File: src/rtl/time_disp_scan.sv
// Display back end of the digital clock: converts the packed time word to six BCD
// digits with a serial double-dabble engine and scans a six-digit common-anode display.
`timescale 1ns/1ps
module time_disp_scan #(
    parameter int SCAN_DIV = 50000
) (
    input  logic        clk,
    input  logic        rst_n,
    input  logic [19:0] data,
    output logic [7:0]  seg,
    output logic [5:0]  sel,
    output logic        busy,
    output logic        ovf
);

    localparam int DIV_W = (SCAN_DIV > 2) ? $clog2(SCAN_DIV) : 1;

    typedef enum logic [1:0] {
        IDLE  = 2'd0,
        SHIFT = 2'd1,
        LATCH = 2'd2
    } state_t;

    state_t         state_r;
    state_t         state_s;
    logic           start_s;
    logic           latch_s;
    logic [19:0]    bin_r;
    logic [19:0]    cap_r;
    logic [27:0]    bcd_r;
    logic [27:0]    bcd_adj_s;
    logic [4:0]     cnt_r;
    logic           flag_r;
    logic           busy_r;
    logic           ovf_r;
    logic           valid_r;
    logic [19:0]    last_val_r;
    logic [23:0]    digits_r;
    logic [DIV_W-1:0] div_r;
    logic [2:0]     idx_r;
    logic [3:0]     digit_s;
    logic [7:0]     seg_s;
    logic [7:0]     seg_r;
    logic [5:0]     sel_r;

    function automatic logic [27:0] add3_all(input logic [27:0] b);
        logic [27:0] r;
        r = 28'd0;
        for (int i = 0; i < 7; i++) begin
            if (b[4*i +: 4] >= 4'd5) begin
                r[4*i +: 4] = b[4*i +: 4] + 4'd3;
            end else begin
                r[4*i +: 4] = b[4*i +: 4];
            end
        end
        return r;
    endfunction

    // Active-low segment pattern {dp,g,f,e,d,c,b,a}; non-decimal codes render as a dash.
    function automatic logic [7:0] decode(input logic [3:0] d);
        logic [7:0] s;
        case (d)
            4'd0:    s = 8'hC0;
            4'd1:    s = 8'hF9;
            4'd2:    s = 8'hA4;
            4'd3:    s = 8'hB0;
            4'd4:    s = 8'h99;
            4'd5:    s = 8'h92;
            4'd6:    s = 8'h82;
            4'd7:    s = 8'hF8;
            4'd8:    s = 8'h80;
            4'd9:    s = 8'h90;
            default: s = 8'hBF;
        endcase
        return s;
    endfunction

    // FSM state register
    always_ff @(posedge clk or negedge rst_n) begin
        if (!rst_n) begin
            state_r <= IDLE;
        end else begin
            state_r <= state_s;
        end
    end

    // Next-state logic and conversion start/latch strobes
    always_comb begin
        state_s = state_r;
        start_s = 1'b0;
        latch_s = 1'b0;
        case (state_r)
            IDLE: begin
                if (!valid_r || (data != last_val_r)) begin
                    state_s = SHIFT;
                    start_s = 1'b1;
                end else begin
                    state_s = IDLE;
                end
            end
            SHIFT: begin
                if (cnt_r == 5'd19) begin
                    state_s = LATCH;
                end else begin
                    state_s = SHIFT;
                end
            end
            LATCH: begin
                state_s = IDLE;
                latch_s = 1'b1;
            end
            default: state_s = IDLE;
        endcase
    end

    assign bcd_adj_s = add3_all(bcd_r);

    // Double-dabble datapath and result registers
    always_ff @(posedge clk or negedge rst_n) begin
        if (!rst_n) begin
            bin_r      <= 20'd0;
            cap_r      <= 20'd0;
            bcd_r      <= 28'd0;
            cnt_r      <= 5'd0;
            flag_r     <= 1'b0;
            busy_r     <= 1'b0;
            ovf_r      <= 1'b0;
            valid_r    <= 1'b0;
            last_val_r <= 20'd0;
            digits_r   <= 24'd0;
        end else if (start_s) begin
            bin_r  <= data;
            cap_r  <= data;
            bcd_r  <= 28'd0;
            cnt_r  <= 5'd0;
            flag_r <= (data > 20'd999999);
            busy_r <= 1'b1;
        end else if (state_r == SHIFT) begin
            {bcd_r, bin_r} <= {bcd_adj_s[26:0], bin_r, 1'b0};
            cnt_r          <= cnt_r + 5'd1;
        end else if (latch_s) begin
            digits_r   <= flag_r ? 24'hFFFFFF : bcd_r[23:0];
            ovf_r      <= flag_r;
            last_val_r <= cap_r;
            valid_r    <= 1'b1;
            busy_r     <= 1'b0;
        end else begin
            busy_r <= busy_r;
        end
    end

    // Digit mux for the slot currently being scanned
    always_comb begin
        digit_s = 4'h0;
        case (idx_r)
            3'd0:    digit_s = digits_r[3:0];
            3'd1:    digit_s = digits_r[7:4];
            3'd2:    digit_s = digits_r[11:8];
            3'd3:    digit_s = digits_r[15:12];
            3'd4:    digit_s = digits_r[19:16];
            3'd5:    digit_s = digits_r[23:20];
            default: digit_s = 4'h0;
        endcase
    end

    // Decimal points after the hours and minutes pairs give hh.mm.ss
    always_comb begin
        seg_s = decode(digit_s);
        if ((idx_r == 3'd2) || (idx_r == 3'd4)) begin
            seg_s = seg_s & 8'h7F;
        end else begin
            seg_s = seg_s;
        end
    end

    // Free-running scan divider, digit index and registered pin drive
    always_ff @(posedge clk or negedge rst_n) begin
        if (!rst_n) begin
            div_r <= '0;
            idx_r <= 3'd0;
            seg_r <= 8'hFF;
            sel_r <= 6'h3F;
        end else begin
            if (div_r == DIV_W'(SCAN_DIV - 1)) begin
                div_r <= '0;
                idx_r <= (idx_r == 3'd5) ? 3'd0 : idx_r + 3'd1;
            end else begin
                div_r <= div_r + DIV_W'(1);
            end
            sel_r <= ~(6'd1 << idx_r);
            seg_r <= seg_s;
        end
    end

    assign seg  = seg_r;
    assign sel  = sel_r;
    assign busy = busy_r;
    assign ovf  = ovf_r;

endmodule

File: config.mk
export PLATFORM = sky130hd
export DESIGN_NAME = time_disp_scan
export DESIGN_NICKNAME = d
export VERILOG_FILES = /design/src/rtl/time_disp_scan.sv
export SDC_FILE = /design/constraint.sdc
export NUM_CORES = 1
export LEC_CHECK = 0
export BUFFER_PORTS_ARGS = -buffer_cell sky130_fd_sc_hd__buf_2
export CAP_MARGIN = 20
export CORE_MARGIN = 2
export CORE_UTILIZATION = 41
export CTS_BUF_LIST = sky130_fd_sc_hd__clkbuf_4
export CTS_CLUSTER_DIAMETER = 200
export DETAILED_ROUTE_END_ITERATION = 10
export MAX_ROUTING_LAYER = met4
export SYNTH_ARGS = -nofsm -noshare
export SYNTH_HDL_FRONTEND = slang
export SYNTH_SLANG_ARGS = --single-unit
File: constraint.sdc
create_clock -name clk -period 5.5 [get_ports clk]
set_clock_uncertainty 0.2 [all_clocks]
set_input_delay 1.1 -clock clk [delete_from_list [all_inputs] [get_ports clk]]
set_output_delay 1.1 -clock clk [all_outputs]
set_load 0.05 [all_outputs]
# Yosys cells after proc, flatten, opt, wreduce, memory -nomap -nowiden
# Memories as Yosys holds them, arrays and structs flattened.
# Cells that the tools add are included.
totals:
  output_inout_bits: 16
  ff_bits: 156
  word_cells: 85
  romBits: 112
  n_memories: 1
  inputBits: 22
memory_table:
  columns: ["name", "depth", "width", "read_ports", "rd_ports_with_merged_regs", "write_ports", "line_no", "text"]
  rows:
  - ["(no name shown)", 16, 7, 1, 0, 0, "62", "case (d)"]
classes:
  order_cmp: 8
  n_bitwise: 3
  muxes: 27
  n_reduce_logical: 9
  addsub: 10
  n_shift: 1
  n_eq_ne: 11
ops:
  columns: ["op", "count"]
  rows:
  - ["2-to-1 mux 28 bit", 2]
  - ["2-to-1 mux 20 bit", 2]
  - [">= comparator 4 x 3 -> 1 bit, second input constant", 7]
  - ["adder 4 x 2 -> 4 bit, second input constant", 6]
  - ["2-to-1 mux 24 bit", 1]
  - ["2-to-1 mux 4 bit", 6]
  - ["one-hot mux 4 bit (6 select lines)", 1]
  - ["greater-than comparator 20 bit, second input constant", 1]
  - ["!= test 20 bit", 1]
  - ["adder 16 x 1 -> 16 bit, second input constant", 1]
  - ["equality test 16 bit, second input constant", 1]
  - ["2-to-1 mux 16 bit", 1]
  - ["2-to-1 mux 5 bit", 2]
  - ["2-to-1 mux 8 bit", 1]
  - ["2-to-1 mux 1 bit", 7]
  - ["equality test 3 x 2 -> 1 bit, second input constant", 2]
  - ["equality test 3 bit, second input constant", 2]
  - ["2-to-1 mux 3 bit", 2]
  - ["inverter 6 bit", 1]
  - ["<< shifter 1 x 3 -> 6 bit, first input constant", 1]
  - ["adder 5 x 1 -> 5 bit, second input constant", 1]
  - ["equality test 5 bit, second input constant", 1]
  - ["one-hot mux 2 bit (2 select lines)", 1]
  - ["nonzero test 2 bit", 2]
  - ["14 further kinds", 16]

# Logic depth before layout (Yosys ltp)
depth:
  ltp_word: 6
  depth_mapped: 10
  ltp_nobuf: 9

# Worst setup path after synthesis
# OpenSTA, ideal clock, no wires.
synth_timing:
  kind: "input to register"
  from: "input port data[1]"
  to: "register bcd_r[14]"
  cell_stages: 6
  setup_slack_ps: 2664
  arrival_ps: 2573
  path_buffers: 1
  setup_ps: 64
  required_time_ps: 5236
  cell_sequence: "xnor2_1 nand4_1 or4_4 o31ai_4 buf_6 a22o_2"
synth_between:
  elab_chain_len: 5
  word_cells_on_any_way: 6
  classes_between: "eq/ne (1); mux (3); reduce/logical (2)"
synth_lines:
  columns: ["element", "line_no", "text"]
  rows:
  - ["start, declared", "9", "input logic [19:0] data,"]
  - ["!= test 20 bit *", "94", "if (!valid_r || (data != last_val_r)) begin"]
  - ["logical OR 1 bit *", "94", null]
  - ["2-to-1 mux 1 bit *", "94", null]
  - ["2-to-1 mux 1 bit *", "92", "case (state_r)"]
  - ["2-to-1 mux 28 bit or nonzero test 2 bit (tied branches)", null, null]
  - ["end signal, assigned", "139", "{bcd_r, bin_r} <= {bcd_adj_s[26:0], bin_r, 1'b0};"]
  - ["end, declared", "30", "logic [27:0] bcd_r;"]
# Mark *: on every way between the ends. The rest lies on a longest branch, timed or not.
# A chain may end at the register's enable or synchronous reset.

# Worst setup path after layout
layout_timing:
  from: "input port data[18]"
  to: "register cap_r[3]"
layout_between:
  elab_chain_len: 4
layout_lines:
  columns: ["element", "line_no", "text"]
  rows:
  - ["!= test 20 bit", "94", null]
  - ["logical OR 1 bit", "94", null]
  - ["2-to-1 mux 1 bit", "94", null]
  - ["2-to-1 mux 1 bit", "92", null]
  - ["end signal, assigned", "133", "cap_r <= data;"]
  - ["end, declared", "29", "logic [19:0] cap_r;"]
# No other way between the ends.

==> results.py <==
metrics = {
    "outcome": {
        "status": "completed",
    },
    "place": {
        "dp_hpwl_mm": 9.520,
        "io_buffer_count": 37,
        "place_congestion": 0.7813,
    },
    "worst_setup_path": {
        "startpoint": "data[18]",
        "path_depth": 6,
        "path_class": "in -> reg",
        "cp.required_ns": 5.73,
        "crit_arrival_ns": 3.37,
        "cp-endpoint": "cap_r[3]",
        "crit_path_max_incr_delay_ns": 0.81,
        "start_kind": "input pin",
        "r2r-end": "cap_r[3]",
        "cp_max_fo": 21,
        "r2r_start": "last_val_r[18]",
        "critPathTopFamily": "compound AO/OA/AOI/OAI gates",
        "r2r_slack_ns": 2.64,
        "critical_path.endpoint_type": "flip-flop",
        "cp_cell_sequence": "buf_2 -> xnor2_1 -> nand4_1 -> nor4_1 -> a21o_1 -> mux2_2",
        "rr_worst_depth": 5,
        "cpMaxStageDelayCell": "a21o_1",
        "critical_path_buf_inv_count": 1,
    },
    "clocking": {
        "cts-resized-gates": 0,
        "clk_latency_ns": 0.55,
        "clockBufferDepth": 2,
        "root_buffer": "clkbuf_4",
        "cts_tree": "yes",
        "cts_setup_buffers": 0,
        "cts_buffers": 17,
        "clk_pin_slew_ns": 0.13,
        "hold_buffers": 0,
        "htreeDepth": 4,
        "clkSinkCount": 152,
    },
    "min_path": {
        "whs_path_depth": 2,
        "hp-class": "reg -> reg",
    },
    "detailed_routing": {
        "wl_per_cell_um": 15.84,
        "dr.pass1.iters": 4,
        "ant_nets": 0,
        "via_per_inst": 5.322,
        "finalWirelength_mm": 14.27,
        "drtIter0Drc": 268,
        "drc_errors": 0,
        "vias": 4795,
    },
    "logic_synthesis": {
        "syn-instance-count": 629,
        "yosysTopAreaCell": "dfrtp_1",
        "async_flop_share": 1.000,
        "synth_area_leaders": "dfrtp_1 48%, mux2_2 7.5%, dfstp_2 5.1%",
        "synth.avg_cell_area_sq_um": 11.41,
        "yosys_warnings": 0,
        "seq_area_frac_synth": 0.5324,
        "synth_edf_count": 0,
        "syn_area_sq_mm": 0.007177,
        "synth_top_area_share": 0.4812,
        "yosys_most_used_dff": "dfrtp_1",
        "syn-num-nets": 671,
        "synth_cell_type_count": 50,
        "synth-seq-cells": 152,
    },
    "global_routing": {
        "grt_antenna_before_repair": 1,
        "grt_pass1_vias": 4873,
        "grt_pass1_wl_mm": 24.45,
        "grt-ovfl-total": 0,
        "grt_start_max_net_pins": 115,
        "track_usage": 0.1732,
    },
    "power": {
        "peakVddDrop_v": 0.0001760,
        "p_per_area_mw_per_mm2": 308.0,
        "p_leak_nw": 3.601,
    },
    "sta": {
        "slew_headroom": 0.3088,
        "rsz0062_at_grt": "no",
        "fin_crit_ns": 3.137,
        "whs_ns": 0.2883,
        "final_hold_viol_count": 0,
        "tightestPinTransition_ns": 1.037,
        "post-route-period-util": 0.5704,
        "finalSetupTns_ns": 0,
        "setup_viol": 0,
        "drv_slew": 0,
        "max_freq_mhz": 318.7,
    },
    "final_layout": {
        "syn2layout_area_growth_pct": 10.15,
        "drive_gt1_frac": 0.2356,
        "multi_input_area_sq_mm": 0.003131,
        "num-nets-final": 704,
        "seqCellArea_sq_mm": 0.003821,
        "num-fill-cells": 1606,
    },
    "floorplan": {
        "die_w_um": 136.3,
        "start_util": 0.4178,
        "ios": 38,
        "dieArea_sq_mm": 0.01858,
        "core_area_sq_mm": 0.01718,
        "rows": 48,
        "die_height_um": 136.3,
    },
    "job": {
        "drv_cap": 0,
    },
}
[tightest hold or removal path: stages, from the launching register on]
cell     delay (ns)
dfrtp_1        0.36
nand2_1        0.04
o21ai_0        0.06
[per-stage QoR]
stage | utilization | area [sq um] | std cells | power (mW) | worst slack (ns)
2_1_floorplan | - | 7177 | 629 | 1.596 | 2.664
3_3_place_gp | 0.4392 | 7545 | 866 | 1.711 | 1.734
3_5_place_dp | 0.4392 | 7545 | 866 | 1.724 | 1.682
4_1_cts | 0.4569 | 7848 | 898 | 2.463 | 2.297
5_1_grt | 0.4602 | 7905 | 901 | 2.576 | 2.303
6_report | 0.4602 | 7905 | 901 | 2.435 | 2.363
[per-layer routing]
layer  routed length (um)  global-route usage
met5                    0                   -
met4                  208             0.05903
met3                  553             0.04139
met2                 6812              0.2702
met1                 6699              0.2219
[final cells by class]
class / count / area share
clock buffer: 17 / 0.01614
antenna: 1 / 0.0003166
clock inverter: 15 / 0.02216
timing repair buffer: 44 / 0.03593
multi-input combinational: 425 / 0.3960
sequential: 152 / 0.4834
inverter: 22 / 0.01045
tap: 225 / 0.03561
[registers in the layout, summed over array words and instances (netlist names)]
register    count
flag_r          1
sel             6
div_r          16
valid_r         1
bin_r          20
state_r         2
cnt_r           5
bcd_r          24
ovf             1
seg             8
idx_r           3
digits_r       24
last_val_r     20
cap_r          20
busy            1
[logic make-up (layout without fill, tap and decap cells)]
group | after synthesis | after routing | synth area share
adders and majority gates | 20 | 20 | 0.03487
and+or+nand+nor | 167 | 167 | 0.1124
buffers and inverters | 52 | 98 | 0.03208
AOI/OAI and AO/OA | 133 | 133 | 0.1416
muxes | 58 | 58 | 0.08926
xor gates and xnor gates | 47 | 47 | 0.05736
other | 0 | 1 | 0
DFF | 152 | 152 | 0.5324
[cells in the mapped netlist (15+ instances only)]
cell and number:
clkbuf_1 21, inv_1 22, o21ai_0 33, ha_1 20, a221o_1 19, dfrtp_1 138, nand2_1 49, mux2_2 48
xnor2_1 22, nor2_1 46, xor2_1 25, nand3_1 15, a22o_1 21
[power breakdown]
part / switching [mW] / internal, mW / total, mW
logic: 0.246 / 0.144 / 0.390
clock network: 0.419 / 0.318 / 0.737
registers: 0.0657 / 1.24 / 1.31
[cell usage in the layout, fill, tap and decap left out, types with 3 or more instances in the layout]
cell / netlist / layout
nand2_1: 49 / 49
mux2i_1: 10 / 10
a21o_1: 9 / 9
inv_6: 0 / 3
a21oi_1: 14 / 14
clkinv_2: 0 / 3
nand4_1: 7 / 7
a22oi_1: 3 / 3
xor2_1: 25 / 25
nor4_1: 5 / 5
ha_1: 20 / 20
and2_1: 4 / 4
nand3b_1: 3 / 3
o31ai_1: 7 / 7
xnor2_1: 22 / 22
nor3_1: 10 / 10
bufinv_16: 0 / 3
clkbuf_4: 0 / 17
dfstp_2: 14 / 14
nor2b_1: 5 / 4
o21ai_0: 33 / 33
inv_1: 22 / 22
nor2_1: 46 / 46
buf_4: 2 / 5
nand2b_1: 11 / 10
dfrtp_1: 138 / 138
buf_2: 4 / 36
a22o_2: 13 / 13
a22o_1: 21 / 21
a221o_1: 19 / 19
mux2_2: 48 / 48
nand3_1: 15 / 15
[worst min-delay path by stage]
stage | startpoint | to | slack [ns]
3_5_place_dp | valid_r | valid_r | 0.26
4_1_cts | valid_r | valid_r | 0.29
5_1_grt | rst_n | idx_r[1] | 0.29
2_1_floorplan | valid_r | valid_r | 0.23
3_3_place_gp | valid_r | valid_r | 0.25
6_report | digits_r[10] | digits_r[10] | 0.29
Power figures use the tool's default switching activity.
